<file path="config.mk">
export PLATFORM = sky130hd
export DESIGN_NAME = uart_tx_arbiter_flat
export DESIGN_NICKNAME = d
export VERILOG_FILES = /design/src/rtl/uart_tx_arbiter_if.sv /design/src/rtl/uart_tx_arbiter.sv /design/src/flat_wrapper.sv
export SDC_FILE = /design/constraint.sdc
export NUM_CORES = 1
export LEC_CHECK = 0
export CORE_MARGIN = 5
export CORE_UTILIZATION = 42
export CTS_BUF_LIST = sky130_fd_sc_hd__clkbuf_8
export DETAILED_ROUTE_END_ITERATION = 6
export PLACE_DENSITY = 0.78
export SYNTH_ARGS = -nofsm -noshare
export SYNTH_HDL_FRONTEND = slang
export SYNTH_SLANG_ARGS = --single-unit
</file>
<file path="constraint.sdc">
create_clock -name clk_i -period 3.3 [get_ports clk_i]
set_clock_uncertainty 0.2 [all_clocks]
set_input_delay 0.66 -clock clk_i [delete_from_list [all_inputs] [get_ports clk_i]]
set_output_delay 0.66 -clock clk_i [all_outputs]
set_load 0.01 [all_outputs]
</file>
<file path="src/rtl/uart_tx_arbiter_if.sv">
// Requester and transmitter handshake bundle for uart_tx_arbiter.
// slave = arbiter side, master = requesters plus transmitter side.
interface uart_tx_arbiter_if #(
   parameter int N_REQ = 4
);
   logic [N_REQ-1:0]   REQ_VALID;
   logic [N_REQ-1:0]   REQ_READY;
   logic [8*N_REQ-1:0] REQ_DATA;
   logic [N_REQ-1:0]   REQ_PAR_EN;
   logic [N_REQ-1:0]   REQ_PAR_TYP;
   logic               TX_BUSY;
   logic [7:0]         P_DATA;
   logic               PAR_EN;
   logic               PAR_TYP;
   logic               DATA_VALID;
   logic [2:0]         GRANT_ID;
   logic               ACTIVE;

   modport slave (
      input  REQ_VALID, REQ_DATA, REQ_PAR_EN, REQ_PAR_TYP, TX_BUSY,
      output REQ_READY, P_DATA, PAR_EN, PAR_TYP, DATA_VALID,
      output GRANT_ID, ACTIVE
   );

   modport master (
      output REQ_VALID, REQ_DATA, REQ_PAR_EN, REQ_PAR_TYP, TX_BUSY,
      input  REQ_READY, P_DATA, PAR_EN, PAR_TYP, DATA_VALID,
      input  GRANT_ID, ACTIVE
   );
endinterface

</file>
<file path="src/rtl/uart_tx_arbiter.sv">
// Round-robin arbiter sharing one UART transmitter among N_REQ
// byte requesters; holds the winner's frame config until Busy drops.
module uart_tx_arbiter #(
   parameter int N_REQ   = 4,
   parameter int MIN_GAP = 0
) (
   input  logic             clk_i,
   input  logic             rst_i,
   uart_tx_arbiter_if.slave bus
);
   typedef enum logic [1:0] {
      IDLE      = 2'd0,
      ISSUE     = 2'd1,
      WAIT_DONE = 2'd2,
      GAP       = 2'd3
   } state_e;

   state_e     state_q, state_d;
   logic [7:0] data_q, data_d;
   logic       pen_q, pen_d;
   logic       ptyp_q, ptyp_d;
   logic       dv_q, dv_d;
   logic [2:0] gid_q, gid_d;
   logic [2:0] last_q, last_d;
   logic [7:0] gap_q, gap_d;

   logic [7:0]  vld8, pen8, ptyp8;
   logic [63:0] data64;
   logic        found;
   logic [2:0]  win;
   logic [3:0]  idx;
   logic        grant_ok;

   assign vld8   = 8'(bus.REQ_VALID);
   assign pen8   = 8'(bus.REQ_PAR_EN);
   assign ptyp8  = 8'(bus.REQ_PAR_TYP);
   assign data64 = 64'(bus.REQ_DATA);

   // Search begins one past the last grant and wraps modulo N_REQ.
   always_comb begin
      found = 1'b0;
      win   = 3'd0;
      idx   = 4'd0;
      for (int k = 1; k <= N_REQ; k++) begin
         idx = 4'(last_q) + 4'(k);
         if (idx >= 4'(N_REQ)) idx = idx - 4'(N_REQ);
         if (!found && vld8[idx[2:0]]) begin
            found = 1'b1;
            win   = idx[2:0];
         end
      end
   end

   assign grant_ok = (state_q == IDLE) && !bus.TX_BUSY && found;

   assign bus.REQ_READY = grant_ok ? N_REQ'(8'd1 << win) : '0;

   always_comb begin
      state_d = state_q;
      data_d  = data_q;
      pen_d   = pen_q;
      ptyp_d  = ptyp_q;
      dv_d    = dv_q;
      gid_d   = gid_q;
      last_d  = last_q;
      gap_d   = gap_q;
      unique case (state_q)
         IDLE: begin
            if (grant_ok) begin
               state_d = ISSUE;
               data_d  = data64[{win, 3'b000} +: 8];
               pen_d   = pen8[win];
               ptyp_d  = ptyp8[win];
               dv_d    = 1'b1;
               gid_d   = win;
               last_d  = win;
            end
         end
         ISSUE: begin
            if (bus.TX_BUSY) begin
               dv_d    = 1'b0;
               state_d = WAIT_DONE;
            end
         end
         WAIT_DONE: begin
            if (!bus.TX_BUSY) begin
               if (MIN_GAP > 0) begin
                  state_d = GAP;
                  gap_d   = 8'(MIN_GAP - 1);
               end else begin
                  state_d = IDLE;
               end
            end
         end
         GAP: begin
            if (gap_q == 8'd0) state_d = IDLE;
            else               gap_d   = gap_q - 8'd1;
         end
         default: begin
            state_d = IDLE;
            dv_d    = 1'b0;
         end
      endcase
   end

   always_ff @(posedge clk_i) begin
      if (rst_i) begin
         state_q <= IDLE;
         data_q  <= 8'd0;
         pen_q   <= 1'b0;
         ptyp_q  <= 1'b0;
         dv_q    <= 1'b0;
         gid_q   <= 3'd0;
         last_q  <= 3'(N_REQ - 1);
         gap_q   <= 8'd0;
      end else begin
         state_q <= state_d;
         data_q  <= data_d;
         pen_q   <= pen_d;
         ptyp_q  <= ptyp_d;
         dv_q    <= dv_d;
         gid_q   <= gid_d;
         last_q  <= last_d;
         gap_q   <= gap_d;
      end
   end

   assign bus.P_DATA     = data_q;
   assign bus.PAR_EN     = pen_q;
   assign bus.PAR_TYP    = ptyp_q;
   assign bus.DATA_VALID = dv_q;
   assign bus.GRANT_ID   = gid_q;
   assign bus.ACTIVE     = (state_q != IDLE);
endmodule

</file>
<file path="src/flat_wrapper.sv">
// flat-port wrapper written by rule: the top's interface ports become plain ports
module uart_tx_arbiter_flat 
#(
   parameter int N_REQ   = 4,
   parameter int MIN_GAP = 0
)
  (clk_i, rst_i, bus_REQ_VALID, bus_REQ_DATA, bus_REQ_PAR_EN, bus_REQ_PAR_TYP, bus_TX_BUSY, bus_REQ_READY, bus_P_DATA, bus_PAR_EN, bus_PAR_TYP, bus_DATA_VALID, bus_GRANT_ID, bus_ACTIVE);
  uart_tx_arbiter_if #(.N_REQ(N_REQ)) bus_i ();
  input  logic clk_i;
  input  logic rst_i;
  input wire logic [$bits(bus_i.REQ_VALID)-1:0] bus_REQ_VALID;
  input wire logic [$bits(bus_i.REQ_DATA)-1:0] bus_REQ_DATA;
  input wire logic [$bits(bus_i.REQ_PAR_EN)-1:0] bus_REQ_PAR_EN;
  input wire logic [$bits(bus_i.REQ_PAR_TYP)-1:0] bus_REQ_PAR_TYP;
  input wire logic [$bits(bus_i.TX_BUSY)-1:0] bus_TX_BUSY;
  output wire logic [$bits(bus_i.REQ_READY)-1:0] bus_REQ_READY;
  output wire logic [$bits(bus_i.P_DATA)-1:0] bus_P_DATA;
  output wire logic [$bits(bus_i.PAR_EN)-1:0] bus_PAR_EN;
  output wire logic [$bits(bus_i.PAR_TYP)-1:0] bus_PAR_TYP;
  output wire logic [$bits(bus_i.DATA_VALID)-1:0] bus_DATA_VALID;
  output wire logic [$bits(bus_i.GRANT_ID)-1:0] bus_GRANT_ID;
  output wire logic [$bits(bus_i.ACTIVE)-1:0] bus_ACTIVE;
  assign bus_i.REQ_VALID = bus_REQ_VALID;
  assign bus_i.REQ_DATA = bus_REQ_DATA;
  assign bus_i.REQ_PAR_EN = bus_REQ_PAR_EN;
  assign bus_i.REQ_PAR_TYP = bus_REQ_PAR_TYP;
  assign bus_i.TX_BUSY = bus_TX_BUSY;
  assign bus_REQ_READY = bus_i.REQ_READY;
  assign bus_P_DATA = bus_i.P_DATA;
  assign bus_PAR_EN = bus_i.PAR_EN;
  assign bus_PAR_TYP = bus_i.PAR_TYP;
  assign bus_DATA_VALID = bus_i.DATA_VALID;
  assign bus_GRANT_ID = bus_i.GRANT_ID;
  assign bus_ACTIVE = bus_i.ACTIVE;
  uart_tx_arbiter #(.N_REQ(N_REQ), .MIN_GAP(MIN_GAP)) u_core (.clk_i(clk_i), .rst_i(rst_i), .bus(bus_i));
endmodule
</file>
==> run metrics, run 1 <==
period utilisation layout 1.01; syn_nets 280; part of the power in combinational logic 0.591; Diodes inserted 0; placed insts 354; Yosys reg bits 26; Worst slew margin 0.354; Wirelength per Cell 15.7 um; Post-Syn Instances 229; die height 75.8 um; Final Core Density 0.658; IO Port Bufs 65; Max-cap violations 0; largest family of logic cells by synthesized area compound AO/OA/AOI/OAI gates; internal power 988 uW; endpoints failing hold 0; Ports 66; root buf cell clkbuf_8; Post-Syn Area 1820 um2; top_reg_cell synth dfxtp_1; placed cell areas 2680 um2; clock latency on the worst-skew pair 0.28 ns; HPWL after DPL 4150 um; worst r2r path cells 11; CTS Buffer Depth 2; final worst setup slack -0.0196 ns; Fillers 373; CP delay by family, top simple AND/OR/NAND/NOR gates; Reg clk slew, reported paths 0.08 ns; shortest period the worst path allows 3.32 ns; sequential element share of the synthesized area 0.286; crit-path cells inv_2 -> ha_4 -> mux4_2 -> or3_4 -> and3_4 -> nor2_4 -> buf_6 -> nor3_2 -> buf_2; slew at the pin with the worst max-slew slack 0.965 ns; XOR/XNOR Fraction of Synth Area 0.0289; Core ar. 4260 um2; Net Sw Frac 0.377; status finished, violations left; Initial Util 0.426; yosys warns 0; Synth Area in Adders 0.0275; Synth Area in Compound Gates 0.296; EDFF count, synth 0; Leak 1.06 nW; commonest non-fill, non-tap cell in the layout clkdlybuf4s50_1; failing checks negative setup slack; Switching Power 597 uW; Hold/Removal Path Class flip-flop to flip-flop; slowest CP cell mux4_2; Seq pwr share 0.242; Worst EP required 2.44 ns; area grow syn2layout 54.3%; TritonRoute pass-1 iters 4; PwrDens 565 nW/um2; Pwr Total 1.58 mW; Arr. time, crit path 2.46 ns; share of cells above drive strength 1 0.209; DR vias/cell 5.69; Simple-Gate Fraction of Synth Area 0.233; gr ovfl total 0; num rows 24; initial antenna violation count 0; final setup vio count 2; vias 2066; Multi-input gate area 1220 um2; Finished Layout Cells 363; hold buffer count at cts 0; clock sink count 26; gpl congestion 0.884; CTS tree built; CTS Buf Count 3; vias in the first global route 1939; worst vdd ir 0.408 mV; most frequent cells in the layout clkdlybuf4s50_1 (57), buf_4 (29), dfxtp_1 (24); synth unique cells 50; crit path launch type flip-flop; share of flip-flops with an asynchronous set or reset 0; Routed Antenna Nets 0; Critical Path Fanout Max 3; die width 75.8 um; H-tree depth 1; final net count 363; max-slew violation count 0; FMAX 301 MHz; Total Wirelength 5690 um; Overall Global Routing Usage 0.202; post-synthesis mux area share 0.0468; clock share of power 0.167; die area 5740 um2; pin count of the biggest net entering global routing 36; setup TNS -0.0299 ns; first-pass GRT wire length 9030 um; storage element area 523 um2; DRC viols 0; Finished Cell Area 2810 um2; Crit path largest cell delay 0.54 ns; post-synthesis average cell area 7.94 um2; unrepaired setup endpoints after global routing true; dpl ws -0.601 ns; Crit path depth 9; critical path class flip-flop to output pin; worst hold margin 0.262 ns; hold depth 2; drt initial violations 105; Buf/Inv on CP 3; crit end category output pin
[metal layers]
layer | track usage | up-vias | wire length, um
met3 | 0.0330 | 4 | 436
met1 | 0.283 | 970 | 2570
li1 | - | 1014 | -
met5 | 0 | - | 0
met2 | 0.322 | 78 | 2640
met4 | 0.0524 | 0 | 39
[worst register-to-register path: stages (launching register included)]
cell	delay, ns
dfxtp_2	0.34
inv_2	0.05
ha_4	0.28
mux4_2	0.54
or3_4	0.36
buf_4	0.14
buf_4	0.12
nand3_2	0.08
buf_12	0.16
nand3_1	0.10
a211o_1	0.29
a31oi_1	0.19
[state kept, by name, summed over array words and instances, names as in the netlist]
| signal | cells |
|---|---|
| u_core.bus.DATA_VALID | 1 |
| u_core.gap_q | 8 |
| u_core.bus.PAR_EN | 1 |
| u_core.bus.PAR_TYP | 1 |
| u_core.bus.P_DATA | 8 |
| u_core.state_q | 2 |
| u_core.last_q | 3 |
| u_core.bus.GRANT_ID | 2 |
[power groups by stage]
stage	sequential, mW	clock, mW	combinational [mW]
after floorplan	0.403	0	0.514
after global placement	0.389	0	0.874
after detailed placement	0.390	0	0.883
after CTS	0.384	0.270	0.911
after global routing	0.390	0.287	1.02
final	0.383	0.265	0.936
[what timing repair did]
item / 4_1_cts / 5_1_grt
setup endpoints to repair: 4 / 4
pin swaps: 8 / 6
gates resized for setup: 31 / 0
setup buffers: 1 / 4
[kinds of logic (layout without fill, tap and decap cells)]
family | count (synthesis) | count (layout)
adders and majority gates | 4 | 4
AOI/OAI and AO/OA | 78 | 78
buffers and inverters | 25 | 107
DFF | 26 | 26
muxes | 6 | 6
and+or+nand+nor | 84 | 84
xor gates and xnor gates | 6 | 6
[synthesized netlist by cell type, types with 6 or more instances]
cell     number  area share
a211o_1      20       0.096
a21oi_1       8       0.022
a31oi_1      12       0.041
buf_2         9       0.025
dfxtp_1      26        0.29
inv_1         6       0.012
nand2_1      24       0.050
nand3_1      20       0.055
nor2_1       13       0.027
o21ai_0      11       0.030
o21ai_1      11       0.030
[final cells by class]
type,count,area share
Clock inverter,1,0.0107
Clock buffer,3,0.0147
Timing Repair Buffer,97,0.323
Sequential cell,26,0.186
Tap cell,52,0.0232
Inverter,6,0.00803
Multi-Input combinational cell,178,0.434
[path summary, 6_finish.rpt]
path	start	endpoint	slack (ns)
worst max-delay path	u_core.last_q[0]	bus_REQ_READY[2]	-0.02
worst min register to register	u_core.bus.GRANT_ID[0]	u_core.bus.GRANT_ID[0]	0.26
worst max register to register	u_core.last_q[0]	u_core.bus.P_DATA[7]	0.38
worst min-delay path	u_core.bus.GRANT_ID[0]	u_core.bus.GRANT_ID[0]	0.26
(Power assumes the default switching activity.)
==> run 2: changes to the inputs <==
- SKIP_CTS_REPAIR_TIMING: default -> 1
- SLEW_MARGIN: default -> 30
==> run 2 against run 1 <==
  * The run still ends with negative setup slack left
  * Non-clock buffer count decreased by 1
  * Final cell count down 0.28%
  * Critical endpoint unchanged
  * Clock power is essentially flat
  * Sequential power barely moved
  * Largest power group unchanged
  * Highest routed layer unchanged
  * Via count is the same
  * Clock-buffer cell count unchanged
  * Global-route usage down 0.11 points
  * Register-to-register slack got worse by 0.03 ns
  * Sequential share of layout area decreased by 0.19 points
  * First-iteration DRC count is 46% higher
  * Routed wire length increased by 3.2%
==> run metrics, run 2 (synthesis gave the netlist of run 1 again) <==
Routed Antenna Nets 0 (unchanged); Wirelength per Cell 16.2 um (was 15.7 um); Finished Layout Cells 362 (was 363); CP delay by family, top simple AND/OR/NAND/NOR gates (unchanged); drt initial violations 153 (was 105); crit-path cells inv_2 -> ha_4 -> mux4_2 -> or3_4 -> and3_4 -> nor2_4 -> buf_6 -> nor3_2 -> buf_2 (unchanged); Crit path depth 9 (unchanged); Buf/Inv on CP 3 (unchanged); final worst setup slack -0.0607 ns (was -0.0196 ns); gr ovfl total 0 (unchanged); clock sink count 26 (unchanged); Final Core Density 0.665 (was 0.658); Arr. time, crit path 2.50 ns (was 2.46 ns); Hold Crit Endpoint u_core.bus.GRANT_ID[0] (unchanged); slowest CP cell mux4_2 (unchanged); most frequent cells in the layout clkdlybuf4s50_1 (56), buf_4 (28), dfxtp_1 (24) (was clkdlybuf4s50_1 (57), buf_4 (29), dfxtp_1 (24)); Total Wirelength 5870 um (was 5690 um); final net count 362 (was 363); Initial Util 0.426 (unchanged); Critical Path Fanout Max 3 (unchanged); internal power 994 uW (was 988 uW); period utilisation layout 1.02 (was 1.01); Overall Global Routing Usage 0.201 (was 0.202); slew at the pin with the worst max-slew slack 0.578 ns (was 0.965 ns); Hold/Removal Path Class flip-flop to flip-flop (unchanged); root buf cell clkbuf_8 (unchanged); placed insts 354 (unchanged); unrepaired setup endpoints after global routing true (unchanged); Reg-to-Reg Start u_core.last_q[0] (unchanged); worst r2r path cells 11 (unchanged); area grow syn2layout 55.9% (was 54.3%); Core ar. 4260 um2 (unchanged); shortest period the worst path allows 3.36 ns (was 3.32 ns); hold wc startpoint u_core.bus.GRANT_ID[0] (unchanged); Worst EP required 2.44 ns (about the same); crit end category output pin (unchanged); part of the power in combinational logic 0.597 (was 0.591); CTS Buffer Depth 2 (unchanged); FMAX 298 MHz (was 301 MHz); CTS tree built (unchanged); num rows 24 (unchanged); die height 75.8 um (unchanged); Max-cap violations 0 (unchanged); critical path class flip-flop to output pin (unchanged); clock share of power 0.165 (was 0.167); die area 5740 um2 (unchanged); vias in the first global route 1932 (was 1939); r2r setup slk 0.35 ns (was 0.38 ns); HPWL after DPL 4150 um (unchanged); CTS Buf Count 3 (unchanged); vias 2066 (unchanged); endpoints failing hold 0 (unchanged); H-tree depth 1 (unchanged); PwrDens 568 nW/um2 (was 565 nW/um2); worst vdd ir 0.441 mV (was 0.408 mV); IO Port Bufs 65 (unchanged); share of cells above drive strength 1 0.210 (was 0.209); Seq pwr share 0.238 (was 0.242); Worst slew margin 0.611 (was 0.354); Net Sw Frac 0.382 (was 0.377); failing checks negative setup slack (unchanged); commonest non-fill, non-tap cell in the layout clkdlybuf4s50_1 (unchanged); Reg clk slew, reported paths 0.08 ns (about the same); die width 75.8 um (unchanged); clock latency on the worst-skew pair 0.28 ns (about the same); first-pass GRT wire length 8980 um (was 9030 um); gpl congestion 0.884 (unchanged); TritonRoute pass-1 iters 4 (unchanged); DRC viols 0 (unchanged); Crit path largest cell delay 0.56 ns (was 0.54 ns); Leak 1.09 nW (was 1.06 nW); Switching Power 615 uW (was 597 uW); pin count of the biggest net entering global routing 36 (unchanged); Diodes inserted 0 (unchanged); worst flop-to-flop path endpoint u_core.bus.P_DATA[7] (unchanged); DR vias/cell 5.71 (was 5.69); worst hold margin 0.261 ns (was 0.262 ns); final setup vio count 4 (was 2); setup TNS -0.206 ns (was -0.0299 ns); max-slew violation count 0 (unchanged); crit path launch type flip-flop (unchanged); Ports 66 (unchanged); initial antenna violation count 0 (unchanged); status finished, violations left (unchanged); hold depth 2 (unchanged)
run 2: cell type report:
type	count	area, um2
Clock buffer	3	41.3
Clock inverter	1	30.0
Fill cell	367	1430
Inverter	6	22.5
Multi-Input combinational cell	178	1240
Sequential cell	26	523
Tap cell	52	65.1
Timing Repair Buffer	96	910
run 2: how the worst max path moves through the flow:
stage	start	end
2_1_floorplan	u_core.last_q[0]	bus_REQ_READY[1]
3_3_place_gp	bus_REQ_VALID[1]	bus_REQ_READY[1]
3_5_place_dp	bus_REQ_VALID[1]	bus_REQ_READY[2]
4_1_cts	bus_REQ_VALID[1]	bus_REQ_READY[1]
5_1_grt	u_core.last_q[0]	bus_REQ_READY[2]
6_report	u_core.last_q[0]	bus_REQ_READY[2]
run 2: power by group through the flow:
stage	combinational, mW	clock [mW]	sequential (mW)
finish	0.960	0.265	0.384
global route	1.04	0.287	0.390
CTS	0.889	0.270	0.383
detailed placement	0.883	0	0.390
global placement	0.874	0	0.389
floorplan	0.514	0	0.403
run 2: through the flow:
stage	setup slack [ns]	power, mW	cell area (um2)
2_1_floorplan	0.00227	0.918	1870
3_3_place_gp	-0.606	1.26	2680
3_5_place_dp	-0.601	1.27	2680
4_1_cts	-0.611	1.54	2750
5_1_grt	-0.143	1.71	2830
6_report	-0.0607	1.61	2830
run 2: worst register-to-register path: cells and delay by family, from the launching register on:
| family | cells | cell delay (ns) |
|---|---|---|
| adder cells (fa/ha/maj) | 1 | 0.27 |
| AND/OR/NAND/NOR | 3 | 0.58 |
| buffers and inverters | 4 | 0.47 |
| flip-flops | 1 | 0.34 |
| multiplexers | 1 | 0.56 |
| AO/OA/AOI/OAI | 2 | 0.47 |
run 2: metal layers:
layer,share of wire,track usage
met5,0,0
met4,0.0066,0.0524
met3,0.065,0.0330
met2,0.48,0.322
met1,0.45,0.280
==> run 3: changes to the inputs <==
- CORE_ASPECT_RATIO: default -> 1.25
==> run 3 against run 2 <==
  * The run still ends with negative setup slack left
  * Final area down 3.3%
  * Clock power about the same
  * Register-to-register slack better by 0.02 ns
  * Non-clock buffer count down 7
  * Routed wire length down 1.1%
  * Flip-flop and latch count unchanged
  * Maximum frequency down 1.6%
  * Hold slack better by 0.013 ns
  * Global-route usage about the same
  * First-iteration DRC count down 17%
  * Via count down 2.2%
  * Clock-buffer cell count unchanged
  * Largest cell class unchanged
==> run metrics, run 3 (synthesis gave the netlist of run 1 again) <==
die width 68.8 um (was 75.8 um); Finished Layout Cells 359 (was 362); shortest period the worst path allows 3.42 ns (was 3.36 ns); Hold/Removal Path Class flip-flop to flip-flop (unchanged); Wirelength per Cell 16.2 um (about the same); Overall Global Routing Usage 0.201 (about the same); Pwr Total 1.52 mW (was 1.61 mW); Initial Util 0.440 (was 0.426); endpoints failing hold 0 (unchanged); initial antenna violation count 0 (unchanged); period utilisation layout 1.04 (was 1.02); failing checks negative setup slack (unchanged); CTS tree built (unchanged); final worst setup slack -0.117 ns (was -0.0607 ns); Worst EP required 2.44 ns (about the same); CTS Buf Count 3 (unchanged); vias 2020 (was 2066); Arr. time, crit path 2.56 ns (was 2.50 ns); PwrDens 556 nW/um2 (was 568 nW/um2); Reg clk slew, reported paths 0.10 ns (was 0.08 ns); Diodes inserted 0 (unchanged); area grow syn2layout 50.8% (was 55.9%); Core ar. 4130 um2 (was 4260 um2); Critical Path Fanout Max 4 (was 3); crit path launch type flip-flop (unchanged); CTS Buffer Depth 2 (unchanged); status finished, violations left (unchanged); clock sink count 26 (unchanged); critical path class flip-flop to output pin (unchanged); TritonRoute pass-1 iters 4 (unchanged); Total Wirelength 5800 um (was 5870 um); final setup vio count 4 (unchanged); root buf cell clkbuf_8 (unchanged); placed insts 353 (was 354); gr ovfl total 0 (unchanged); Leak 1.04 nW (was 1.09 nW); vias in the first global route 1967 (was 1932); FMAX 293 MHz (was 298 MHz); DRC viols 0 (unchanged); final net count 355 (was 362); Max-cap violations 0 (unchanged); setup TNS -0.343 ns (was -0.206 ns); gpl congestion 0.910 (was 0.884); IO Port Bufs 65 (unchanged); num rows 26 (was 24); crit end category output pin (unchanged); first-pass GRT wire length 9180 um (was 8980 um); most frequent cells in the layout clkdlybuf4s50_1 (56), dfxtp_1 (24), nand2_1 (23), buf_4 (23) (was clkdlybuf4s50_1 (56), buf_4 (28), dfxtp_1 (24)); die area 5750 um2 (was 5740 um2); DR vias/cell 5.63 (was 5.71); share of cells above drive strength 1 0.185 (was 0.210); Routed Antenna Nets 0 (unchanged); die height 83.6 um (was 75.8 um); pin count of the biggest net entering global routing 36 (unchanged); Worst slew margin 0.524 (was 0.611); slew at the pin with the worst max-slew slack 0.714 ns (was 0.578 ns); commonest non-fill, non-tap cell in the layout clkdlybuf4s50_1 (unchanged); worst vdd ir 0.498 mV (was 0.441 mV); HPWL after DPL 4140 um (was 4150 um); unrepaired setup endpoints after global routing true (unchanged); Ports 66 (unchanged); clock latency on the worst-skew pair 0.27 ns (was 0.28 ns); drt initial violations 127 (was 153); H-tree depth 1 (unchanged); max-slew violation count 0 (unchanged)
-- run 3: cell types whose count changed in the layout (fill, tap and decap cells not counted), sizes merged --
cell	change
buf	-9
clkbuf	+2
-- run 3: worst paths after layout --
check                         start                endpoint  slack (ns)  depth (start not counted)
min          u_core.bus.GRANT_ID[0]  u_core.bus.GRANT_ID[0]        0.27                          2
max                u_core.last_q[0]        bus_REQ_READY[3]       -0.12                          9
max reg2reg        u_core.last_q[0]    u_core.bus.P_DATA[1]        0.37                          8
min reg2reg  u_core.bus.GRANT_ID[0]  u_core.bus.GRANT_ID[0]        0.27                          2
-- run 3: critical path, cell delays in order, from the launching register on --
cell,delay (ns)
dfxtp_2,0.35
inv_2,0.05
ha_4,0.27
mux4_2,0.57
or3_4,0.41
and3_4,0.20
nor2_4,0.14
nand2_4,0.09
nor2_4,0.09
buf_6,0.10
-- run 3: stage by stage --
stage / setup WS (ns) / instance area, um2 / util / hold slack, ns
5_1_grt: -0.201 / 2740 / 0.664 / 0.309
2_1_floorplan: 0.00227 / 1870 / - / 0.258
6_report: -0.117 / 2740 / 0.664 / 0.274
4_1_cts: -0.651 / 2700 / 0.654 / 0.278
3_5_place_dp: -0.597 / 2630 / 0.637 / 0.258
3_3_place_gp: -0.574 / 2630 / 0.637 / 0.246
-- run 3: power breakdown --
group          leakage [nW]  switching (mW)  internal, mW
combinational         0.797           0.457         0.417
sequential            0.212          0.0245         0.358
clock                0.0357           0.105         0.162
total                  1.04           0.586         0.937
-- run 3: metal layers --
layer  share of wire  GRT usage  up-vias
met4          0.0096     0.0514        0
met2            0.50      0.326       53
li1                -          -      997
met1            0.43      0.272      964
met5               0          0        -
met3           0.052     0.0323        6
-- run 3: cell type report --
| class | instances | area [um2] |
|---|---|---|
| clock inverter | 1 | 30.0 |
| timing repair buffer | 89 | 841 |
| fill | 376 | 1390 |
| inverter | 6 | 22.5 |
| clock buffer | 3 | 41.3 |
| sequential | 26 | 523 |
| tap | 56 | 70.1 |
| multi-input combinational | 178 | 1210 |
